[src/rtl/imem_pkg.sv]
// Shared definitions for the instruction memory: default geometry, the
// instruction word type, the NOP word and the default program image.
// Optional feature macro used by the memory top: IMEM_LOAD_EN (write port).
package imem_pkg;

  // Default geometry: 8 words of 32 bits.
  localparam int unsigned IMEM_ADDR_W = 3;
  localparam int unsigned IMEM_DATA_W = 32;

  // Number of words in the built-in program image.
  localparam int unsigned PROG_LEN = 8;

  typedef logic [31:0] instr_t;

  // All-zero word returned for reset and for addresses past the program.
  localparam instr_t NOP = 32'h0000_0000;

  // Default program, indexed by word address.
  localparam instr_t DEFAULT_PROG [PROG_LEN] = '{
    32'h2008_0005,  // 0
    32'h2009_000A,  // 1
    32'h0109_5020,  // 2
    32'h0149_5822,  // 3
    32'hAC0B_0000,  // 4
    32'h8C0C_0000,  // 5
    32'h118B_0001,  // 6
    32'h0800_0000   // 7
  };

  // Default word for any word address; beyond the program image the
  // memory holds NOP so no address ever returns undefined data.
  function automatic instr_t default_word(input int unsigned idx);
    instr_t w;
    w = NOP;
    if (idx < PROG_LEN) begin
      w = DEFAULT_PROG[idx[2:0]];
    end
    return w;
  endfunction

endpackage

[src/rtl/imem_default_rom.sv]
// Combinational default-program lookup: maps a word address to its
// default instruction word (NOP beyond the program image).
// Ports: addr_i (word address in), word_o (default word out), no clock.
module imem_default_rom
  import imem_pkg::*;
#(
  parameter int unsigned ADDR_W = IMEM_ADDR_W,
  parameter int unsigned DATA_W = IMEM_DATA_W
) (
  input  logic [ADDR_W-1:0] addr_i,
  output logic [DATA_W-1:0] word_o
);

  always_comb begin
    word_o = DATA_W'(default_word(32'(addr_i)));
  end

endmodule

[src/rtl/imem_rom.sv]
// Instruction memory: 2^ADDR_W words, synchronous read with one cycle of
// latency, synchronous active-high reset that clears Instruction.
// Ports: clk, reset, Address -> Instruction; with IMEM_LOAD_EN defined also
// WriteEnable/WriteAddress/WriteData (register storage reloaded on reset).
// Without IMEM_LOAD_EN the storage is a constant ROM and reset only clears
// the output register.
module imem_rom
  import imem_pkg::*;
#(
  parameter int unsigned ADDR_W = IMEM_ADDR_W,
  parameter int unsigned DATA_W = IMEM_DATA_W
) (
  input  logic              clk,
  input  logic              reset,
  input  logic [ADDR_W-1:0] Address,
`ifdef IMEM_LOAD_EN
  input  logic              WriteEnable,
  input  logic [ADDR_W-1:0] WriteAddress,
  input  logic [DATA_W-1:0] WriteData,
`endif
  output logic [DATA_W-1:0] Instruction
);

  localparam int unsigned DEPTH = 1 << ADDR_W;

  logic [DATA_W-1:0] instr_q;
  logic [DATA_W-1:0] instr_d;

`ifdef IMEM_LOAD_EN

  // Default image for every address, used to reload the array on reset.
  logic [DATA_W-1:0] dflt_words [DEPTH];

  for (genvar gi = 0; gi < DEPTH; gi++) begin : g_dflt
    imem_default_rom #(
      .ADDR_W (ADDR_W),
      .DATA_W (DATA_W)
    ) u_dflt (
      .addr_i (ADDR_W'(gi)),
      .word_o (dflt_words[gi])
    );
  end

  logic [DATA_W-1:0] mem_q [DEPTH];
  logic [DATA_W-1:0] mem_d [DEPTH];

  // The read uses mem_q, so a same-edge write to the read address returns
  // the old word (read-before-write); reset wins over any write.
  always_comb begin
    mem_d   = mem_q;
    instr_d = mem_q[Address];
    if (reset) begin
      instr_d = DATA_W'(NOP);
      mem_d   = dflt_words;
    end else if (WriteEnable) begin
      mem_d[WriteAddress] = WriteData;
    end
  end

  always_ff @(posedge clk) begin
    instr_q <= instr_d;
    mem_q   <= mem_d;
  end

`else

  logic [DATA_W-1:0] rom_word;

  imem_default_rom #(
    .ADDR_W (ADDR_W),
    .DATA_W (DATA_W)
  ) u_rom (
    .addr_i (Address),
    .word_o (rom_word)
  );

  always_comb begin
    instr_d = rom_word;
    if (reset) begin
      instr_d = DATA_W'(NOP);
    end
  end

  always_ff @(posedge clk) begin
    instr_q <= instr_d;
  end

`endif

  assign Instruction = instr_q;

endmodule

[config.mk]
export PLATFORM = sky130hd
export DESIGN_NAME = imem_rom
export DESIGN_NICKNAME = d
export VERILOG_FILES = /design/src/rtl/imem_pkg.sv /design/src/rtl/imem_default_rom.sv /design/src/rtl/imem_rom.sv
export SDC_FILE = /design/constraint.sdc
export NUM_CORES = 1
export LEC_CHECK = 0
export ABC_AREA = 1
export BUFFER_PORTS_ARGS = -buffer_cell sky130_fd_sc_hd__buf_4
export CAP_MARGIN = 20
export CORE_UTILIZATION = 42
export CTS_BUF_LIST = sky130_fd_sc_hd__clkbuf_8
export DETAILED_ROUTE_END_ITERATION = 6
export PLACE_DENSITY = 0.78
export SLEW_MARGIN = 20
export SYNTH_ARGS = -nofsm -noshare
export SYNTH_HDL_FRONTEND = slang
export SYNTH_SLANG_ARGS = --single-unit
[constraint.sdc]
create_clock -name clk -period 0.8 [get_ports clk]
set_clock_uncertainty 0.05 [all_clocks]
set_input_delay 0.16 -clock clk [delete_from_list [all_inputs] [get_ports clk]]
set_output_delay 0.16 -clock clk [all_outputs]
set_load 0.005 [all_outputs]
==> flow_metrics.py, run 1 <==
metrics = {
    "critical_path": {
        "critical_path.endpoint_type": "primary output",
        "setup.worst_path.start_class": "register",
        "worstSetupStartpoint": "Instruction[14]",
        "timing.setup.critical_path_class": "reg2out",
        "worst-endpoint-required_ns": 0.59,
        "critical-path-slowest-cell": "dfxtp_2",
        "crit_end": "Instruction[12]",
        "critical_path.n_buffers_inverters": 1,
        "worst_ep_arrival_time_ns": 0.68,
        "critical_path_depth": 1,
        "timing.critical_path.cells": "buf_4",
        "worstPathMaxFanout": 3,
        "path_delay_family": "flip-flops",
        "worst_path_largest_cell_delay_ns": 0.32,
    },
    "global_routing": {
        "grt_antenna_before_repair": 0,
        "grt_first_pass_wirelength_mm": 1.19,
        "grt_pass1_vias": 309,
        "grt.met3_usage": 0.0173,
        "gr-usage-all-layers": 0.126,
        "busiest_layer": "met2",
        "grt_start_max_net_pins": 9,
        "grt_util_met1": 0.108,
        "grt-ovfl-total": 0,
        "global_route.usage.met2": 0.246,
    },
    "finish": {
        "final_nets": 95,
        "final_core_utilization": 0.669,
        "share_of_post_route_cells_with_drive_strength_above_1": 0.483,
        "syn_to_final_growth_pct": 38.1,
        "n_fill_cell": 97,
        "largest_register_ff_count": 15,
        "n_antenna_cell": 0,
    },
    "floorplanning": {
        "core.rowCount": 12,
        "core_area_mm2": 0.00119,
        "top_level_ports": 37,
        "die_height_um": 39.0,
        "die_width_um": 39.0,
        "die_ar_mm2": 0.00152,
        "floorplan.initialDensity": 0.484,
    },
    "routing": {
        "wl_per_cell_um": 9.00,
        "total_routed_wirelength_um": 927,
        "post_drt_via_cell_ratio": 3.88,
        "postRouteAntennaNets": 0,
        "vias_after_detailed_routing": 400,
        "remaining_drc_errors": 0,
        "drt_initial_violations": 6,
        "dr.pass1.iters": 4,
    },
    "cts": {
        "clk_transition_reported_paths_ns": 0.06,
        "cts.hold.buffers_added": 0,
        "numClockSinks": 15,
        "clock-root-buffer": "clkbuf_8",
        "h-tree-depth": 1,
        "clockBufferDepth": 2,
        "cts_setup_buffers": 0,
        "tritoncts": "yes",
        "cts_made_buffers": 3,
    },
    "worst_hold_path": {
        "hold_class": "in2reg",
        "hold_path_startpoint": "Address[1]",
    },
    "power_and_ir_drop": {
        "totalPowerFinal_w": 0.00154,
        "ir_worst_vdd_uv": 1090,
        "p_per_cell_area_mw_per_mm2": 1940,
        "p_leak_nw": 0.450,
    },
    "timing": {
        "period_share": 1.12,
        "maxSlewViolCount": 0,
        "hold_violations": 0,
        "final.min_clock_period_ns": 0.893,
        "setup_viol": 20,
        "fmax_mhz": 1120,
        "rsz0062_at_grt": "yes",
        "final_critical_path_setup_slack_ns": -0.0935,
    },
    "placement": {
        "globalplace.congestion": 0.782,
        "port_buffers": 24,
        "dpl.hpwl_um": 684,
    },
    "synthesis": {
        "yosys_warnings": 0,
        "synthesis.area_um2": 574,
        "syn_inst": 67,
        "avgSynthCellArea_um2": 8.57,
        "synth-seq-cells": 15,
        "synth_cell_types": 10,
        "synth_sequential_area_ratio": 0.523,
    },
    "run_status": {
        "run_status": "complete, but fails checks",
        "failed_checks": "negative setup slack",
    },
    "run": {
        "drv_cap": 0,
    },
}
## layer usage
| layer | part of all wire | up-vias |
|---|---|---|
| met5 | 0 | - |
| met4 | 0 | 0 |
| met3 | 0.070 | 0 |
| met2 | 0.58 | 26 |
| met1 | 0.34 | 170 |
| li1 | - | 204 |
## kinds of logic after synthesis
family | synth area share
and+or+nand+nor | 0.183
DFF | 0.523
buffers and inverters | 0.288
other | 0.00653
## final cells by class
| type | count | area [um2] | area share |
|---|---|---|---|
| Tap cell | 14 | 17.5 | 0.0221 |
| Clock buffer | 3 | 41.3 | 0.0521 |
| Timing Repair Buffer | 24 | 229 | 0.289 |
| Sequential cell | 15 | 314 | 0.396 |
| Inverter | 10 | 37.5 | 0.0473 |
| Clock inverter | 1 | 3.75 | 0.00473 |
| Multi-Input combinational cell | 36 | 150 | 0.189 |
## worst min path at each step
stage,slack [ns],cells past startpoint,endpoint
after global routing,0.05,2,Instruction[3]
after floorplan,0.18,1,Instruction[29]
after CTS,0.05,2,Instruction[29]
after detailed placement,0.31,2,Instruction[29]
after global placement,0.31,2,Instruction[3]
final,0.06,2,Instruction[3]
## layout by cell type, fill, tap and decap left out
master    synthesis  routed
buf_4            17      11
nor2_2            2       2
inv_1             9      10
nor2_1            9       9
inv_2             1       1
dfxtp_1          15       4
clkbuf_8          0       3
conb_1            1      12
buf_6             0      13
nand2_1          11      11
nor2_4            1       1
dfxtp_2           0      11
nand2_2           1       1
## what timing repair did
item                       4_1_cts  5_1_grt
setup endpoints to repair       20       20
gates cloned                     0        0
pin swaps                        0        0
gates resized for setup         13       11
## per-stage QoR
step / hold WS, ns / setup WS (ns) / TNS, ns / instance area, um2 / std cells
2_1_floorplan: 0.182 / 0.139 / 0 / 616 / 78
3_3_place_gp: 0.311 / 0.0661 / 0 / 686 / 99
3_5_place_dp: 0.314 / 0.0470 / 0 / 686 / 99
4_1_cts: 0.0536 / -0.101 / -1.63 / 762 / 103
5_1_grt: 0.0546 / -0.120 / -1.88 / 793 / 103
6_report: 0.0588 / -0.0935 / -1.47 / 793 / 103
## cells in the mapped netlist
cell type | number | area, um2
buf_4 | 17 | 128
dfxtp_1 | 15 | 300
nand2_1 | 11 | 41.3
inv_1 | 9 | 33.8
nor2_1 | 9 | 33.8
nor2_2 | 2 | 12.5
conb_1 | 1 | 3.75
inv_2 | 1 | 3.75
nand2_2 | 1 | 6.26
nor2_4 | 1 | 11.3
## report_power, final
group          internal, W  switching (W)
logic            0.0000930      0.0000816
registers         0.000786      0.0000163
clock network     0.000338       0.000223
No activity file was read; power rests on OpenSTA's default activity.
==> inputs of run 2 (changes only) <==
Settings changed: PLACE_DENSITY 0.78 to 0.82.
==> run 2 against run 1 <==
The flow still finishes with violations (negative setup slack). Critical endpoint unchanged. Routed wire length shrank 2.6%. Core utilization shrank 1.3 points. Clock power is essentially flat. Global-route usage shrank 0.33 points. Via count shrank 1.0%. Sequential power shrank 0.7%. Maximum frequency shrank 0.57%. Die area is the same. First-iteration DRC count is the same.
==> flow_metrics.py, run 2 (synthesis gave the netlist of run 1 again) <==
metrics = {
    "cts": {
        "cts.hold.buffers_added": 0,
        "h-tree-depth": 1,
        "cts_made_buffers": 3,
        "clockBufferDepth": 2,
        "cts_resized": 12,
        "numClockSinks": 15,
        "clock-root-buffer": "clkbuf_8",
        "tritoncts": "yes",
        "clk_transition_reported_paths_ns": 0.05,
        "cts_setup_buffers": 0,
    },
    "floorplanning": {
        "top_level_ports": 37,
        "core_area_mm2": 0.00119,
        "die_ar_mm2": 0.00152,
        "die_width_um": 39.0,
        "floorplan.initialDensity": 0.484,
        "core.rowCount": 12,
        "die_height_um": 39.0,
    },
    "timing": {
        "setup_viol": 20,
        "maxSlewViolCount": 0,
        "rsz0062_at_grt": "yes",
        "final_critical_path_setup_slack_ns": -0.0986,
        "fin_hold_ws_ns": 0.0637,
        "tns_ns": -1.46,
        "final.min_clock_period_ns": 0.899,
        "fmax_mhz": 1110,
        "period_share": 1.12,
        "hold_violations": 0,
    },
    "routing": {
        "post_drt_via_cell_ratio": 3.84,
        "postRouteAntennaNets": 0,
        "dr.pass1.iters": 4,
        "remaining_drc_errors": 0,
        "vias_after_detailed_routing": 396,
        "wl_per_cell_um": 8.77,
        "drt_initial_violations": 6,
        "total_routed_wirelength_um": 903,
    },
    "critical_path": {
        "path_delay_family": "flip-flops",
        "critical-path-slowest-cell": "dfxtp_2",
        "worstPathMaxFanout": 3,
        "timing.critical_path.cells": "buf_4",
        "timing.setup.critical_path_class": "reg2out",
        "worst_ep_arrival_time_ns": 0.69,
        "critical_path.endpoint_type": "primary output",
        "worst_path_largest_cell_delay_ns": 0.32,
        "worst-endpoint-required_ns": 0.59,
        "critical_path.n_buffers_inverters": 1,
        "setup.worst_path.start_class": "register",
    },
    "run_status": {
        "failed_checks": "negative setup slack",
        "run_status": "complete, but fails checks",
    },
    "worst_hold_path": {
        "hold_class": "in2reg",
    },
    "global_routing": {
        "gr-usage-all-layers": 0.122,
        "grt_pass1_vias": 325,
        "grt-ovfl-total": 0,
        "grt_first_pass_wirelength_mm": 1.22,
        "grt_antenna_before_repair": 0,
        "grt_start_max_net_pins": 9,
    },
    "power_and_ir_drop": {
        "p_leak_nw": 0.446,
        "ir_worst_vdd_uv": 961,
        "p_per_cell_area_mw_per_mm2": 1970,
    },
    "finish": {
        "most_common_cell_after_layout_fill_and_taps_aside": "buf_4",
        "syn_to_final_growth_pct": 35.5,
        "non_filler_instance_count_after_layout": 103,
        "layout_common_cells": "14 x buf_4, 12 x conb_1, 11 x nand2_1",
        "largest_register_ff_count": 15,
        "final_nets": 95,
        "share_of_post_route_cells_with_drive_strength_above_1": 0.449,
        "n_antenna_cell": 0,
    },
    "placement": {
        "placed_instance_count": 99,
        "port_buffers": 24,
        "dpl.hpwl_um": 679,
        "pre_cts_slack_ns": 0.0516,
        "globalplace.congestion": 0.759,
    },
    "run": {
        "drv_cap": 0,
    },
}
==> run 2: final timing paths <==
| check | endpoint | cells after the start | from | slack [ns] |
|---|---|---|---|---|
| setup / recovery | Instruction[12] | 1 | Instruction[14] | -0.1 |
| hold / removal | Instruction[3] | 2 | Address[1] | 0.06 |
==> run 2: area by class of cell <==
cell class / count / area (um2)
Timing Repair Buffer: 24 / 218
Multi-Input combinational cell: 36 / 150
Sequential cell: 15 / 310
Fill cell: 92 / 408
Clock inverter: 1 / 3.75
Tap cell: 14 / 17.5
Clock buffer: 3 / 41.3
Inverter: 10 / 37.5
==> run 2: where the power goes <==
part	total, W	switching (W)	leakage (nW)	internal [W]
Clock	0.000563	0.000225	0.0269	0.000338
Sequential	0.000797	0.0000132	0.127	0.000784
Combinational	0.000170	0.0000822	0.293	0.0000878
==> run 2: per-stage QoR <==
| step | instance area (um2) | utilization | power [W] |
|---|---|---|---|
| after floorplan | 616 | - | 0.000924 |
| after global placement | 686 | 0.578 | 0.000962 |
| after detailed placement | 686 | 0.578 | 0.000966 |
| after CTS | 763 | 0.643 | 0.00153 |
| after global routing | 778 | 0.656 | 0.00160 |
| final | 778 | 0.656 | 0.00153 |
==> run 2: metal layers <==
layer	routed length [um]	vias to the layer above	track usage	share of wire
li1	-	204	-	-
met1	342	161	0.116	0.38
met2	458	29	0.221	0.51
met3	92	2	0.0405	0.10
met4	10	0	0.0776	0.011
met5	0	-	0	0
==> inputs of run 3 (changes only) <==
Settings changed: CORE_AREA from default to 2 2 39 41, CORE_UTILIZATION 42 to default, DIE_AREA from default to 0 0 41 43, PLACE_DENSITY 0.82 to 0.83.
Clock period 0.8 ns to 1.1 ns, I/O delays scaled along.
==> run 3 against run 2 <==
The run now ends clean. Critical path depth stayed put. Global-route usage down 1.2 points. Clock power fell by 24%. Critical endpoint unchanged. Largest power group unchanged. Highest routed layer unchanged.
==> flow_metrics.py, run 3 (synthesis gave the netlist of run 1 again) <==
metrics = {
    "finish": {
        "share_of_post_route_cells_with_drive_strength_above_1": 0.360,
        "final_nets": 95,
        "n_antenna_cell": 0,
        "layout_common_cells": "24 x buf_4, 15 x dfxtp_1, 12 x conb_1",
        "largest_register_ff_count": 15,
        "final_core_utilization": 0.530,
        "syn_to_final_growth_pct": 27.7,
        "finish.instance_area_um2": 733,
        "most_common_cell_after_layout_fill_and_taps_aside": "buf_4",
    },
    "critical_path": {
        "path_delay_family": "flip-flops",
        "setup.worst_path.start_class": "register",
        "worst_ep_arrival_time_ns": 0.72,
        "timing.setup.critical_path_class": "reg2out",
        "worstPathMaxFanout": 3,
        "worst-endpoint-required_ns": 0.83,
        "worst_path_largest_cell_delay_ns": 0.35,
        "timing.critical_path.cells": "buf_4",
        "critical_path.n_buffers_inverters": 1,
        "worstSetupStartpoint": "Instruction[14]",
        "critical_path.endpoint_type": "primary output",
        "critical-path-slowest-cell": "dfxtp_1",
    },
    "cts": {
        "clock-root-buffer": "clkbuf_8",
        "cts_resized": 0,
        "clk_transition_reported_paths_ns": 0.06,
        "cts_made_buffers": 3,
        "numClockSinks": 15,
        "cts_setup_buffers": 0,
        "h-tree-depth": 1,
        "clockBufferDepth": 2,
        "cts.hold.buffers_added": 0,
        "tritoncts": "yes",
    },
    "power_and_ir_drop": {
        "p_per_cell_area_mw_per_mm2": 1530,
        "p_leak_nw": 0.435,
        "ir_worst_vdd_uv": 610,
    },
    "placement": {
        "dpl.hpwl_um": 733,
        "globalplace.congestion": 0.752,
        "port_buffers": 24,
        "pre_cts_slack_ns": 0.262,
        "placed_area_um2": 688,
    },
    "global_routing": {
        "grt_antenna_before_repair": 0,
        "grt_pass1_vias": 317,
        "grt_start_max_net_pins": 9,
        "grt_first_pass_wirelength_mm": 1.24,
        "grt-ovfl-total": 0,
        "gr-usage-all-layers": 0.110,
    },
    "timing": {
        "rsz0062_at_grt": "no",
        "tns_ns": 0,
        "hold_violations": 0,
        "final.min_clock_period_ns": 0.989,
        "period_share": 0.899,
        "maxSlewViolCount": 0,
        "fmax_mhz": 1010,
        "setup_viol": 0,
        "final_critical_path_setup_slack_ns": 0.111,
    },
    "floorplanning": {
        "die_height_um": 43,
        "core.rowCount": 14,
        "die_ar_mm2": 0.00176,
        "core_area_mm2": 0.00138,
        "floorplan.initialDensity": 0.415,
        "die_width_um": 41,
        "top_level_ports": 37,
    },
    "routing": {
        "remaining_drc_errors": 0,
        "post_drt_via_cell_ratio": 3.96,
        "dr.pass1.iters": 4,
        "wl_per_cell_um": 8.51,
        "total_routed_wirelength_um": 894,
        "drt_initial_violations": 4,
        "postRouteAntennaNets": 0,
        "vias_after_detailed_routing": 416,
    },
    "run_status": {
        "run_status": "completed",
    },
    "run": {
        "drv_cap": 0,
    },
    "worst_hold_path": {
        "hold_path_startpoint": "Address[1]",
        "hold_class": "in2reg",
    },
}
run 3: through the flow:
step                hold slack, ns  total power (W)  cells
finish                       0.116          0.00112    105
global route                 0.116          0.00117    105
detailed placement           0.376         0.000704    101
CTS                          0.116          0.00112    105
global placement             0.371         0.000700    101
floorplan                    0.242         0.000672     78
run 3: power breakdown:
| part | total, W | leakage [nW] | internal [W] | switching (W) |
|---|---|---|---|---|
| sequential | 0.000576 | 0.123 | 0.000568 | 0.00000762 |
| clock | 0.000428 | 0.0269 | 0.000247 | 0.000181 |
| combinational | 0.000116 | 0.285 | 0.0000565 | 0.0000590 |
| total | 0.00112 | 0.435 | 0.000872 | 0.000248 |
run 3: worst paths after layout:
path	endpoint	slack, ns	depth (start not counted)
hold / removal	Instruction[3]	0.12	2
setup / recovery	Instruction[12]	0.11	1
run 3: per-layer routing:
metal  vias up  share of wire  GRT usage
li1        207              -          -
met1       178           0.34      0.116
met2        28           0.49      0.166
met3         3           0.14     0.0471
met4         0          0.032     0.0800
met5         -              0          0
run 3: area by class of cell:
type                       count  area (um2)
sequential                    15         300
multi-input combinational     36         150
fill                         140         651
clock buffer                   3        41.3
clock inverter                 1        3.75
tap                           16        20.0
timing repair buffer          24         180
inverter                      10        37.5
